$ cat src/rtl/exc_commit_ctrl_if.sv
// Fetch-redirect handshake between the commit controller and the fetch stage.
//   redirect_valid : controller offers a redirect (held until accepted)
//   redirect_pc    : redirect target, stable while redirect_valid is high
//   redirect_ready : fetch accepts the redirect this cycle
// master = commit controller side, slave = fetch side.
interface exc_commit_ctrl_if;
  logic        redirect_valid;
  logic [31:0] redirect_pc;
  logic        redirect_ready;

  modport master (
    output redirect_valid,
    output redirect_pc,
    input  redirect_ready
  );

  modport slave (
    input  redirect_valid,
    input  redirect_pc,
    output redirect_ready
  );
endinterface

$ cat src/rtl/exc_commit_ctrl.sv
// Exception/interrupt commit controller between writeback and the CSR file.
// Picks the highest-priority event of the committing instruction (interrupt,
// ADEF, INE, SYS, BRK, ALE, then ertn), strobes the CSR entry/ertn signals,
// holds the pipeline flush for a drain window and then offers a fetch
// redirect to the exception entry or the ERA.
// Ports:
//   clk, reset        : clock, asynchronous active-high reset
//   wb_valid, wb_pc_in, wb_ex_*, wb_ertn : committing instruction and flags
//   csr_crmd_ie, csr_estat_is, csr_ecfg_lie : interrupt state from CSR
//   ex_entry, csr_era : redirect targets from CSR
//   wb_ex, wb_ecode, wb_esubcode, wb_pc, ertn_flush : CSR commit strobes
//   flush, busy       : pipeline kill / commit block
//   rd                : redirect handshake (master side)
module exc_commit_ctrl #(
  parameter int DRAIN_CYCLES = 2
) (
  input  logic        clk,
  input  logic        reset,
  input  logic        wb_valid,
  input  logic [31:0] wb_pc_in,
  input  logic        wb_ex_adef,
  input  logic        wb_ex_ine,
  input  logic        wb_ex_sys,
  input  logic        wb_ex_brk,
  input  logic        wb_ex_ale,
  input  logic        wb_ertn,
  input  logic        csr_crmd_ie,
  input  logic [12:0] csr_estat_is,
  input  logic [12:0] csr_ecfg_lie,
  input  logic [31:0] ex_entry,
  input  logic [31:0] csr_era,
  output logic        wb_ex,
  output logic [5:0]  wb_ecode,
  output logic [8:0]  wb_esubcode,
  output logic [31:0] wb_pc,
  output logic        ertn_flush,
  output logic        flush,
  output logic        busy,
  exc_commit_ctrl_if.master rd
);

  typedef enum logic [1:0] {
    IDLE     = 2'd0,
    COMMIT   = 2'd1,
    DRAIN    = 2'd2,
    REDIRECT = 2'd3
  } state_t;

  state_t      r_state;
  state_t      w_state_nxt;
  logic [3:0]  r_cnt;
  logic [3:0]  w_cnt_nxt;
  logic [31:0] r_target;
  logic        r_wb_ex;
  logic [5:0]  r_wb_ecode;
  logic [31:0] r_wb_pc;
  logic        r_ertn_flush;
  logic        r_flush;
  logic        r_busy;
  logic        r_redirect_valid;
  logic [31:0] r_redirect_pc;

  logic w_int_take;
  logic w_any_exc;
  logic w_event;
  logic w_take;

  // Exception code by priority; ertn-only commits carry no code.
  function automatic logic [5:0] sel_ecode(input logic it, input logic adef,
                                           input logic ine, input logic sys,
                                           input logic brk, input logic ale);
    if (it)        return 6'h00;
    else if (adef) return 6'h08;
    else if (ine)  return 6'h0D;
    else if (sys)  return 6'h0B;
    else if (brk)  return 6'h0C;
    else if (ale)  return 6'h09;
    else           return 6'h00;
  endfunction

  assign w_int_take = csr_crmd_ie & (|(csr_estat_is & csr_ecfg_lie));
  assign w_any_exc  = w_int_take | wb_ex_adef | wb_ex_ine | wb_ex_sys
                    | wb_ex_brk | wb_ex_ale;
  assign w_event    = wb_valid & (w_any_exc | wb_ertn);
  // Events are only sampled while idle; everything is ignored while busy.
  assign w_take     = (r_state == IDLE) & w_event;

  always_comb begin
    w_state_nxt = r_state;
    w_cnt_nxt   = r_cnt;
    case (r_state)
      IDLE:     if (w_event) w_state_nxt = COMMIT;
      COMMIT: begin
        w_state_nxt = DRAIN;
        w_cnt_nxt   = 4'(DRAIN_CYCLES - 1);
      end
      DRAIN: begin
        if (r_cnt == 4'd0) w_state_nxt = REDIRECT;
        else               w_cnt_nxt   = r_cnt - 4'd1;
      end
      REDIRECT: if (r_redirect_valid & rd.redirect_ready) w_state_nxt = IDLE;
      default:  w_state_nxt = IDLE;
    endcase
  end

  // Outputs are registered from the next state so they line up with it.
  always_ff @(posedge clk or posedge reset) begin
    if (reset) begin
      r_state          <= IDLE;
      r_cnt            <= 4'd0;
      r_wb_ex          <= 1'b0;
      r_wb_ecode       <= 6'd0;
      r_wb_pc          <= 32'd0;
      r_ertn_flush     <= 1'b0;
      r_flush          <= 1'b0;
      r_busy           <= 1'b0;
      r_redirect_valid <= 1'b0;
      r_redirect_pc    <= 32'd0;
    end else begin
      r_state          <= w_state_nxt;
      r_cnt            <= w_cnt_nxt;
      r_wb_ex          <= w_take & w_any_exc;
      r_ertn_flush     <= w_take & ~w_any_exc;
      r_flush          <= (w_state_nxt != IDLE);
      r_busy           <= (w_state_nxt != IDLE);
      r_redirect_valid <= (w_state_nxt == REDIRECT);
      if (w_take) begin
        r_wb_ecode <= sel_ecode(w_int_take, wb_ex_adef, wb_ex_ine,
                                wb_ex_sys, wb_ex_brk, wb_ex_ale);
        r_wb_pc    <= wb_pc_in;
      end
      if ((r_state == DRAIN) && (w_state_nxt == REDIRECT))
        r_redirect_pc <= r_target;
    end
  end

  // Redirect target sampled in the same cycle the event is taken.
  always_ff @(posedge clk) begin
    if (w_take) r_target <= w_any_exc ? ex_entry : csr_era;
  end

  assign wb_ex             = r_wb_ex;
  assign wb_ecode          = r_wb_ecode;
  assign wb_esubcode       = 9'd0;
  assign wb_pc             = r_wb_pc;
  assign ertn_flush        = r_ertn_flush;
  assign flush             = r_flush;
  assign busy              = r_busy;
  assign rd.redirect_valid = r_redirect_valid;
  assign rd.redirect_pc    = r_redirect_pc;

endmodule

$ cat src/flat_wrapper.sv
// flat-port wrapper written by rule: the top's interface ports become plain ports
module exc_commit_ctrl_flat 
#(
  parameter int DRAIN_CYCLES = 2
)
  (clk, reset, wb_valid, wb_pc_in, wb_ex_adef, wb_ex_ine, wb_ex_sys, wb_ex_brk, wb_ex_ale, wb_ertn, csr_crmd_ie, csr_estat_is, csr_ecfg_lie, ex_entry, csr_era, wb_ex, wb_ecode, wb_esubcode, wb_pc, ertn_flush, flush, busy, rd_redirect_valid, rd_redirect_pc, rd_redirect_ready);
  exc_commit_ctrl_if rd_i ();
  input  logic clk;
  input  logic reset;
  input  logic wb_valid;
  input  logic [31:0] wb_pc_in;
  input  logic wb_ex_adef;
  input  logic wb_ex_ine;
  input  logic wb_ex_sys;
  input  logic wb_ex_brk;
  input  logic wb_ex_ale;
  input  logic wb_ertn;
  input  logic csr_crmd_ie;
  input  logic [12:0] csr_estat_is;
  input  logic [12:0] csr_ecfg_lie;
  input  logic [31:0] ex_entry;
  input  logic [31:0] csr_era;
  output logic wb_ex;
  output logic [5:0] wb_ecode;
  output logic [8:0] wb_esubcode;
  output logic [31:0] wb_pc;
  output logic ertn_flush;
  output logic flush;
  output logic busy;
  output wire logic [$bits(rd_i.redirect_valid)-1:0] rd_redirect_valid;
  output wire logic [$bits(rd_i.redirect_pc)-1:0] rd_redirect_pc;
  input wire logic [$bits(rd_i.redirect_ready)-1:0] rd_redirect_ready;
  assign rd_redirect_valid = rd_i.redirect_valid;
  assign rd_redirect_pc = rd_i.redirect_pc;
  assign rd_i.redirect_ready = rd_redirect_ready;
  exc_commit_ctrl #(.DRAIN_CYCLES(DRAIN_CYCLES)) u_core (.clk(clk), .reset(reset), .wb_valid(wb_valid), .wb_pc_in(wb_pc_in), .wb_ex_adef(wb_ex_adef), .wb_ex_ine(wb_ex_ine), .wb_ex_sys(wb_ex_sys), .wb_ex_brk(wb_ex_brk), .wb_ex_ale(wb_ex_ale), .wb_ertn(wb_ertn), .csr_crmd_ie(csr_crmd_ie), .csr_estat_is(csr_estat_is), .csr_ecfg_lie(csr_ecfg_lie), .ex_entry(ex_entry), .csr_era(csr_era), .wb_ex(wb_ex), .wb_ecode(wb_ecode), .wb_esubcode(wb_esubcode), .wb_pc(wb_pc), .ertn_flush(ertn_flush), .flush(flush), .busy(busy), .rd(rd_i));
endmodule
$ cat config.mk
export PLATFORM = sky130hd
export DESIGN_NAME = exc_commit_ctrl_flat
export DESIGN_NICKNAME = d
export VERILOG_FILES = /design/src/rtl/exc_commit_ctrl_if.sv /design/src/rtl/exc_commit_ctrl.sv /design/src/flat_wrapper.sv
export SDC_FILE = /design/constraint.sdc
export NUM_CORES = 1
export LEC_CHECK = 0
export ABC_AREA = 1
export BUFFER_PORTS_ARGS = -buffer_cell sky130_fd_sc_hd__buf_2
export CORE_MARGIN = 3
export CORE_UTILIZATION = 47
export CTS_CLUSTER_SIZE = 40
export DETAILED_ROUTE_END_ITERATION = 7
export HOLD_SLACK_MARGIN = 0.05
export PLACE_DENSITY_LB_ADDON = 0.08
export SLEW_MARGIN = 20
export SYNTH_ARGS = -nofsm -noshare
export SYNTH_HDL_FRONTEND = slang
export SYNTH_SLANG_ARGS = --single-unit
export TNS_END_PERCENT = 20
$ cat constraint.sdc
create_clock -name clk -period 3 [get_ports clk]
set_clock_uncertainty 0.05 [all_clocks]
set_input_delay 0.6 -clock clk [delete_from_list [all_inputs] [get_ports clk]]
set_output_delay 0.6 -clock clk [all_outputs]
set_load 0.02 [all_outputs]
==> flow_metrics.env <==
export IMPL_finalCritPeriodShare=0.6334
export IMPL_die_area_um2=11560
export IMPL_setup_violations=0
export IMPL_io_pins=217
export IMPL_p_clk_frac=0.153
export IMPL_crit_type="register to register"
export IMPL_drive_gt1_frac=0.3446
export IMPL_routedWlPerCell_um=13.69
export IMPL_clk_pin_slew_ns=0.11
export IMPL_ctsRootBufferMaster="clkbuf_8"
export IMPL_cp_required_ns=3.02
export IMPL_htreeDepth=3
export IMPL_finalSetupTns_ns=0
export IMPL_antenna_found_initial=0
export IMPL_dp_hpwl_mm=8.852
export IMPL_numPortBuffers=205
export IMPL_finalHoldViolCount=0
export IMPL_gr_max_usage_layer="met2"
export IMPL_p_sw_mw=2.234
export IMPL_synth_xor_area_frac=0
export IMPL_cts_sinks=110
export IMPL_overflow=0
export IMPL_cts_resized=0
export IMPL_dr_first_iter_drc_count=255
export IMPL_pwr_share_comb=0.401
export IMPL_synth_distinct_cells=25
export IMPL_post_cts_buffers=0
export IMPL_die_h_um=107.5
export IMPL_die_w_um=107.5
export IMPL_antenna_left=0
export IMPL_rows=36
export IMPL_layout_nets=870
export IMPL_synth_adder_area_share=0.005168
export IMPL_cp_max_fo=25
export IMPL_use_met2=0.3401
export IMPL_leakagePower_nw=3.433
export IMPL_grt_usage=0.2023
export IMPL_grt_max_degree=44
export IMPL_seqPwrFrac=0.446
export IMPL_fmax_mhz=526.3
export IMPL_cts_hold_buf=0
export IMPL_final_cell_area_um2=6126
export IMPL_synth_seq_area_share=0.6016
export IMPL_synth_cell_area_um2=4842
export IMPL_status="complete, no violations"
export IMPL_clk_latency_ns=0.36
export IMPL_synth_top_family_by_area="simple AND/OR/NAND/NOR gates"
export IMPL_rsz0062_at_grt="false"
export IMPL_ys_ff_latch=110
export IMPL_power_density_nw_per_um2=885.5
export IMPL_drv_cap=0
export IMPL_synth_simple_area_share=0.3085
export IMPL_syn_inst=537
export IMPL_use_met1=0.2635
export IMPL_synthToLayoutAreaGrowth_pct=26.51
export IMPL_worstPathArrival_ns=1.92
export IMPL_ir_drop_uv=436.9
export IMPL_yosysWarnings=0
export IMPL_cts_max_path_buffers=2
export IMPL_met3_usage=0.05279
export IMPL_grt_pass1_wl_mm=18.29
export IMPL_avgSynthCellArea_um2=9.017
export IMPL_hold_class="primary input to async pin"
export IMPL_relSlewSlack=0.5554
export IMPL_viasPerCell=4.801
export IMPL_coreArea_um2=9910
export IMPL_start_kind="register"
export IMPL_p_int_mw=3.191
export IMPL_wl_mm=11.95
export IMPL_crit_path_end_kind="register"
export IMPL_placed_area_um2=5943
export IMPL_vias=4191
export IMPL_worst_pin_slew_ns=0.6662
export IMPL_drtPass1Iterations=4
export IMPL_initial_core_util=0.4886
export IMPL_grt_pass1_vias=3880
export IMPL_cts_buffers=9
export IMPL_fin_crit_ns=1.900
export IMPL_synth_compound_area_share=0.01886
export IMPL_drv_slew=0
export IMPL_num_antenna_cells=0
export IMPL_place_congestion=0.7885
export IMPL_netSwitchingFraction=0.4118
export IMPL_fill_cells=876
export IMPL_drc=0
export IMPL_cts_tree="done"
export IMPL_synth_mux_area_frac=0
==> power by group through the flow <==
stage | registers, mW | logic [mW] | clock network (mW)
6_report | 2.42 | 2.18 | 0.831
5_1_grt | 2.47 | 2.41 | 0.915
4_1_cts | 2.42 | 2.20 | 0.857
3_5_place_dp | 2.44 | 2.21 | 0
3_3_place_gp | 2.43 | 2.14 | 0
2_1_floorplan | 2.95 | 0.892 | 0
==> routing by layer <==
metal	up-vias	wire length (um)
li1	2082	-
met2	178	5864
met3	12	1024
met4	0	113
met1	1919	4950
met5	-	0
==> cells in the final DEF, fill, tap and decap left out, types with 2 or more instances in the layout <==
| cell type | n |
|---|---|
| nor2_1 | 7 |
| buf_12 | 2 |
| inv_1 | 17 |
| edfxtp_1 | 32 |
| buf_4 | 8 |
| nand2_2 | 2 |
| nor2_2 | 4 |
| o21ai_0 | 4 |
| dfrtp_1 | 78 |
| nand2_4 | 3 |
| o2111ai_1 | 3 |
| a21oi_1 | 5 |
| ha_1 | 2 |
| clkinv_4 | 2 |
| inv_4 | 2 |
| nand3_1 | 62 |
| nand3_2 | 11 |
| conb_1 | 11 |
| nand2_1 | 259 |
| buf_2 | 205 |
| clkbuf_8 | 10 |
| inv_2 | 4 |
==> final timing paths <==
check	endpoint	from	slack, ns	cells past startpoint
worst max-delay path	u_core.r_target[30]$_DFFE_PP_	u_core.r_state[1]$_DFF_PP0_	1.10	6
worst min-delay path	u_core.wb_pc[25]$_DFFE_PP0P_	reset	0.24	2
worst max register to register	u_core.r_target[30]$_DFFE_PP_	u_core.r_state[1]$_DFF_PP0_	1.10	6
worst min register to register	u_core.rd.redirect_pc[5]$_DFFE_PP0P_	u_core.r_target[5]$_DFFE_PP_	0.40	2
max in group asynchronous	u_core.r_cnt[3]$_DFFE_PP0P_	reset	2.00	3
min in group clk	u_core.wb_pc[0]$_DFFE_PP0P_	wb_pc_in[0]	0.37	3
==> stage by stage <==
stage | hold WS (ns) | power, mW | cells | setup WS (ns) | util
after floorplan | 0.3755 | 3.840 | 547 | 0.3550 | -
after global placement | 0.3793 | 4.576 | 857 | 0.8261 | 0.5997
after detailed placement | 0.3822 | 4.648 | 857 | 0.7616 | 0.5997
after CTS | 0.2545 | 5.480 | 873 | 1.074 | 0.6182
after global routing | 0.2794 | 5.794 | 873 | 0.9174 | 0.6182
final | 0.2415 | 5.425 | 873 | 1.100 | 0.6182
==> worst max-delay path, cell delays in order (launching register included) <==
cell     delay [ns]
dfrtp_1        0.42
nor2_1         0.15
nand2_1        0.08
inv_2          0.12
nand2_1        0.09
nand2_2        0.43
buf_12         0.25
==> area by class of cell <==
type                            instances  area [um^2]  share of cell area
Sequential cell                       110         2913              0.4755
Multi-Input combinational cell        377         1654              0.2700
Timing Repair Buffer                  215         1126              0.1838
Tap cell                              133        166.4             0.02717
Clock buffer                           11        141.4             0.02308
Inverter                               22        83.83             0.01368
Clock inverter                          5        41.29            0.006740
==> cell usage after synthesis, drive strengths merged <==
cell,n,area [um^2]
conb,1,3.750
dfrtp,78,1952
a21oi,5,25.02
buf,33,214.0
nand2,264,1018
clkbuf,5,18.77
edfxtp,32,960.9
o22ai,1,6.260
nand3,73,420.4
o21a,1,7.510
ha,2,25.02
o21ai,4,20.02
nor2,11,48.80
a31oi,1,6.260
nand4,1,6.260
o2111ai,3,26.28
inv,22,82.57
==> cell families (layout without fill, tap and decap cells) <==
group,count (synthesis),count (layout)
flops,110,110
fa+ha+maj,2,2
buf+inv,60,253
compound gates,15,15
simple gates,349,349
other cells,1,11
==> registers in the layout (all words and copies together) (netlist names) <==
name	count
u_core.r_target	32
u_core.rd.redirect_pc	32
u_core.wb_pc	32
u_core.r_cnt	4
u_core.wb_ecode	4
u_core.r_state	2
u_core.ertn_flush	1
u_core.flush	1
u_core.rd.redirect_valid	1
u_core.wb_ex	1
Power figures use the tool's default switching activity.
